## config.mk

```make
export PLATFORM = sky130hd
export DESIGN_NAME = fetch_sequencer
export DESIGN_NICKNAME = d
export VERILOG_FILES = /design/src/rtl/fetch_sequencer_pkg.sv /design/src/rtl/fetch_wait_timer.sv /design/src/rtl/fetch_sequencer.sv
export SDC_FILE = /design/constraint.sdc
export NUM_CORES = 1
export LEC_CHECK = 0
export CORE_ASPECT_RATIO = 0.75
export CORE_MARGIN = 2
export CORE_UTILIZATION = 45
export CTS_BUF_LIST = sky130_fd_sc_hd__clkbuf_8 sky130_fd_sc_hd__clkbuf_16
export CTS_CLUSTER_DIAMETER = 200
export DETAILED_ROUTE_END_ITERATION = 10
export PLACE_DENSITY_LB_ADDON = 0.05
export SYNTH_ARGS = -nofsm -noshare
export SYNTH_HDL_FRONTEND = slang
export SYNTH_SLANG_ARGS = --single-unit
```

## constraint.sdc

```tcl
create_clock -name clk -period 6.5 [get_ports clk]
set_clock_uncertainty 0.05 [all_clocks]
set_input_delay 1.3 -clock clk [delete_from_list [all_inputs] [get_ports clk]]
set_output_delay 1.3 -clock clk [all_outputs]
set_load 0.01 [all_outputs]
```

## src/rtl/fetch_sequencer_pkg.sv

```systemverilog
// Shared IF-stage definitions: fetch sequencer states, instruction size, boot vector.
package fetch_sequencer_pkg;

  typedef enum logic [1:0] {
    FS_BOOT  = 2'd0,
    FS_FETCH = 2'd1,
    FS_HOLD  = 2'd2,
    FS_DRAIN = 2'd3
  } fs_state_t;

  localparam logic [31:0] INST_BYTES = 32'd4;
  localparam logic [31:0] BOOT_PC    = 32'h0;

  // Redirect targets are word addresses; the low two bits are discarded.
  function automatic logic [31:0] align_word(input logic [31:0] addr);
    return {addr[31:2], 2'b00};
  endfunction

endpackage

```

## src/rtl/fetch_wait_timer.sv

```systemverilog
// Counts cycles an instruction fetch waits for its ack and raises a sticky
// timeout flag once the wait reaches WAIT_LIMIT.
module fetch_wait_timer #(
  parameter int unsigned WAIT_LIMIT = 16
) (
  input  logic clk,
  input  logic rst_n,
  input  logic req_i,
  input  logic ack_i,
  output logic fetch_err_o
);

  localparam logic [7:0] LIMIT = 8'(WAIT_LIMIT);

  logic [7:0] cnt_q, cnt_d;
  logic       err_q, err_d;

  always_comb begin
    cnt_d = cnt_q;
    err_d = err_q;
    if (req_i && ack_i) begin
      cnt_d = '0;
    end else if (req_i) begin
      // Saturate so a long outage cannot wrap back below the limit.
      if (cnt_q != LIMIT) cnt_d = cnt_q + 8'd1;
      if (cnt_q + 8'd1 >= LIMIT) err_d = 1'b1;
    end
  end

  always_ff @(posedge clk or negedge rst_n) begin
    if (!rst_n) begin
      cnt_q <= '0;
      err_q <= 1'b0;
    end else begin
      cnt_q <= cnt_d;
      err_q <= err_d;
    end
  end

  assign fetch_err_o = err_q;

endmodule

```

## src/rtl/fetch_sequencer.sv

```systemverilog
// IF-stage controller: drives the PC register and the instruction-memory
// handshake, merging EX redirects with ID stalls (redirect > stall > sequential).
module fetch_sequencer
  import fetch_sequencer_pkg::*;
#(
  parameter int unsigned WAIT_LIMIT = 16
) (
  input  logic        clk,
  input  logic        rst_n,
  input  logic [31:0] pc,
  output logic [31:0] npc,
  output logic        bubbleF,
  output logic        flushF,
  output logic        imem_req,
  output logic [31:0] imem_addr,
  input  logic        imem_ack,
  input  logic [31:0] imem_rdata,
  input  logic        stall_id,
  input  logic        redirect_valid,
  input  logic [31:0] redirect_target,
  output logic        inst_valid,
  output logic [31:0] inst,
  output logic [31:0] inst_pc,
  output logic        flushD,
  output logic        fetch_err
);

  fs_state_t   state_q, state_d;
  logic [31:0] hold_inst_q, hold_inst_d;
  logic [31:0] hold_pc_q, hold_pc_d;
  logic [31:0] pend_q, pend_d;
  logic [31:0] tgt;

  assign tgt = align_word(redirect_target);

  always_ff @(posedge clk or negedge rst_n) begin
    if (!rst_n) begin
      state_q     <= FS_BOOT;
      hold_inst_q <= '0;
      hold_pc_q   <= '0;
      pend_q      <= '0;
    end else begin
      state_q     <= state_d;
      hold_inst_q <= hold_inst_d;
      hold_pc_q   <= hold_pc_d;
      pend_q      <= pend_d;
    end
  end

  always_comb begin
    state_d     = state_q;
    hold_inst_d = hold_inst_q;
    hold_pc_d   = hold_pc_q;
    pend_d      = pend_q;
    unique case (state_q)
      FS_BOOT: state_d = FS_FETCH;
      FS_FETCH: begin
        // An unacked request cannot be cancelled, so park the target until it drains.
        if (redirect_valid) begin
          if (!imem_ack) begin
            pend_d  = tgt;
            state_d = FS_DRAIN;
          end
        end else if (imem_ack && stall_id) begin
          hold_inst_d = imem_rdata;
          hold_pc_d   = pc;
          state_d     = FS_HOLD;
        end
      end
      FS_HOLD: begin
        if (redirect_valid || !stall_id) state_d = FS_FETCH;
      end
      FS_DRAIN: begin
        if (redirect_valid) pend_d = tgt;
        if (imem_ack) state_d = FS_FETCH;
      end
      default: state_d = FS_BOOT;
    endcase
  end

  always_comb begin
    npc        = pc;
    bubbleF    = 1'b1;
    flushF     = 1'b0;
    imem_req   = 1'b0;
    imem_addr  = pc;
    inst_valid = 1'b0;
    inst       = hold_inst_q;
    inst_pc    = hold_pc_q;
    flushD     = redirect_valid;
    if (!rst_n) begin
      npc    = BOOT_PC;
      flushD = 1'b0;
    end else begin
      unique case (state_q)
        FS_BOOT: begin
          flushF  = 1'b1;
          bubbleF = 1'b0;
          npc     = BOOT_PC;
        end
        FS_FETCH: begin
          imem_req = 1'b1;
          if (imem_ack) begin
            if (redirect_valid) begin
              npc     = tgt;
              bubbleF = 1'b0;
            end else begin
              inst_valid = 1'b1;
              inst       = imem_rdata;
              inst_pc    = pc;
              if (!stall_id) begin
                npc     = pc + INST_BYTES;
                bubbleF = 1'b0;
              end
            end
          end
        end
        FS_HOLD: begin
          if (redirect_valid) begin
            npc     = tgt;
            bubbleF = 1'b0;
          end else begin
            inst_valid = 1'b1;
            if (!stall_id) begin
              npc     = pc + INST_BYTES;
              bubbleF = 1'b0;
            end
          end
        end
        FS_DRAIN: begin
          imem_req = 1'b1;
          // A redirect coinciding with the draining ack is the newest target.
          if (imem_ack) begin
            npc     = redirect_valid ? tgt : pend_q;
            bubbleF = 1'b0;
          end
        end
        default: ;
      endcase
    end
  end

  fetch_wait_timer #(
    .WAIT_LIMIT(WAIT_LIMIT)
  ) u_wait_timer (
    .clk        (clk),
    .rst_n      (rst_n),
    .req_i      (imem_req),
    .ack_i      (imem_ack),
    .fetch_err_o(fetch_err)
  );

endmodule

```

==> results.cfg <==
[run_status]
outcome = finished, final reports clean

[clocking]
htreeDepth = 3
cts_tree = done
root_buffer = clkbuf_16
ctsResizeCount = 0
cts_setup_buffers = 0
cts_buffers = 9
cts.sinks = 107
cts_buffer_depth = 2
clk_latency_ns = 0.36
clkTransAtPathRegs_ns = 0.07
hold_buffers = 0

[timing]
finalSetupViolCount = 0
max_freq_mhz = 174
tns_ns = 0
max_slew_margin_pct = 34.6
fin_crit_sh_pct = 88.4
setup_ws_ns = 0.755
fin_crit_ns = 5.75
worst_slew_pin_slew_ns = 0.982
slew_viol_final = 0
finalHoldViolCount = 0
grt_setup_unrepaired = no

[logic_synthesis]
synthFlopType = dfrtp_1
synth_area_mm2 = 0.00758
synthesis.nets = 877
synth_compound_area_share_pct = 14.4
syn_inst = 768
yosysSeqAreaShare_pct = 35.3
synth-edff-count = 0
synthAdderAreaFrac_pct = 1.32
synth-seq-cells = 107
yosysUniqueCellTypes = 64
synth_warnings = 0
synthArstFlopShare_pct = 100
synth_top_family_by_area = multiplexers
syn_avg_cell_area_um2 = 9.87
synth-simple-area-share_pct = 12.8
synthMuxAreaShare_pct = 25.8
synth_xor_area_share_pct = 2.54

[setup_path]
cp-start-kind = input port
crit_fanout = 8
required_ns = 5.15
end_kind = output pin
worst-setup-path-type = input port to output pin
arrival_ns = 4.40

[cells_and_area]
layout.nets = 1034
utilization_pct = 60.0
area_growth_pct = 31.9
layout-drive-gt1-share_pct = 21.8
layout.cells.most_common = clkdlybuf4s50_1
diodes = 0
layout_common_cells = clkdlybuf4s50_1 (229), mux2_2 (155), dfrtp_1 (107)

[drt]
wire_per_inst_um = 20.4
drt_drc_violations_left = 0
firstDrtPassIters = 7
via_per_inst = 5.89
vias = 6739
drt_wl_total_um = 23300
ant_nets = 0
dr.first_iter.drc_count = 686

[placement]
place_congestion = 0.886
preCtsSetupSlack_ns = 0.885
place.detailed.hpwl_um = 16300
port-buffer-count = 232

[power_and_ir_drop]
seq_power_share_pct = 30.6
p_int_mw = 2.39
p_sw_mw = 1.35
powerDensity_mw_per_mm2 = 374
ir_worst_vdd_mv = 0.189
swShare_pct = 36.1
p_leak_nw = 4.01
combinationalPowerShare_pct = 55.4
clkPwrFrac_pct = 14.0

[grt]
use_met1_pct = 36.9
globalRouteMet3Util_pct = 4.42
grt_usage_pct = 26.0
gr-total-overflow = 0
grt_use_met2_pct = 41.4
antenna_found_initial = 0
grt_pass1_vias = 6611
grt_pass1_wl_um = 36500
busiest_layer = met2
grt_max_degree = 69

[job]
drv_cap = 0

[floorplan]
start_util_pct = 45.5
ioPinCount = 235
core_area_mm2 = 0.0167
fp-row-count = 41
dieArea_mm2 = 0.0179
die_x_um = 154
die_h_um = 116

[min_path]
hp-class = flop to flop
[critical path: stages]
cell and delay, ns:
clkdlybuf4s50_1 0.77, ha_1 0.28, nand3b_1 0.19, or3_1 0.59, nor3_1 0.30, xnor2_1 0.12, o22ai_1 0.25, clkdlybuf4s50_1 0.60
[path summary, 6_finish.rpt]
check                                                          start                                   end  slack [ns]  cells after the start
worst max-delay path                                           pc[2]                               npc[18]        0.75                      8
worst max register to register                state_q[1]$_DFFE_PN0P_                pend_q[24]$_DFFE_PN0P_        3.15                      6
max in group asynchronous                                      rst_n           hold_inst_q[13]$_DFFE_PN0P_        4.73                      2
min in group asynchronous                                      rst_n                 pend_q[5]$_DFFE_PN0P_        1.03                      2
worst min-delay path            u_wait_timer.fetch_err_o$_DFFE_PN0P_  u_wait_timer.fetch_err_o$_DFFE_PN0P_        0.43                      1
worst min register to register  u_wait_timer.fetch_err_o$_DFFE_PN0P_  u_wait_timer.fetch_err_o$_DFFE_PN0P_        0.43                      1
[cells in the mapped netlist, types with 3 or more instances]
cell	number	area [µm²]
nor4_1	7	43.8
clkbuf_1	25	93.8
nand2_1	57	214
o21ai_0	48	240
a2bb2oi_1	5	43.8
a21oi_1	34	170
buf_4	35	263
buf_2	24	120
nand3_1	16	80.1
xnor2_1	18	158
mux2_2	155	1750
a21o_1	3	22.5
or2_2	3	18.8
dfrtp_1	107	2680
ha_1	8	100
o2bb2ai_1	5	43.8
nor3_1	10	50.1
a21boi_0	3	22.5
mux2i_1	21	210
o31a_1	3	26.3
and4b_1	3	30.0
and2_1	8	50.1
buf_1	11	41.3
nor2_1	25	93.8
inv_1	14	52.6
and3_1	8	50.1
o22ai_1	24	150
o211ai_1	7	52.6
nor2b_1	12	75.1
nand4_1	5	31.3
a222oi_1	5	50.1
a22oi_1	8	60.1
xor2_1	4	35.0
nand2b_1	4	25.0
o31ai_1	4	30.0
[stage by stage]
step	instance area (µm²)	instances	total power, mW	hold WS (ns)
2_1_floorplan	7580	768	2.31	0.400
3_3_place_gp	9730	1129	3.15	0.405
3_5_place_dp	9730	1129	3.22	0.413
4_1_cts	10000	1145	3.76	0.430
5_1_grt	10000	1145	3.99	0.455
6_report	10000	1145	3.75	0.425
[sequential cells by signal, indices dropped and copies added, names as in the netlist]
| name | count |
|---|---|
| u_wait_timer.fetch_err_o | 1 |
| pend_q | 32 |
| state_q | 2 |
| hold_inst_q | 32 |
| hold_pc_q | 32 |
| u_wait_timer.cnt_q | 8 |
[power groups by stage]
| stage | logic, mW | clock network, mW | registers [mW] |
|---|---|---|---|
| 6_report | 2.07 | 0.525 | 1.15 |
| 5_1_grt | 2.24 | 0.566 | 1.19 |
| 4_1_cts | 2.08 | 0.542 | 1.14 |
| 3_5_place_dp | 2.07 | 0 | 1.16 |
| 3_3_place_gp | 2.02 | 0 | 1.13 |
| 2_1_floorplan | 1.21 | 0 | 1.10 |
[layer usage]
layer / up-vias / part of all wire (%)
met2: 338 / 46
met5: - / 0
met3: 21 / 8.2
met1: 3291 / 45
met4: 0 / 1.2
li1: 3089 / -
[layout make-up]
type / count / area, µm²
sequential: 107 / 2680
multi-input combinational: 549 / 4340
tap: 215 / 269
clock buffer: 9 / 225
fill: 1470 / 6670
clock inverter: 7 / 47.5
timing repair buffer: 242 / 2380
inverter: 16 / 60.1
[kinds of logic after synthesis]
logic type,count (synthesis)
muxes,176
DFF,107
AOI/OAI and AO/OA,169
adders and majority gates,8
xor gates and xnor gates,22
buffers and inverters,112
and+or+nand+nor,174
(Power assumes the default switching activity.)
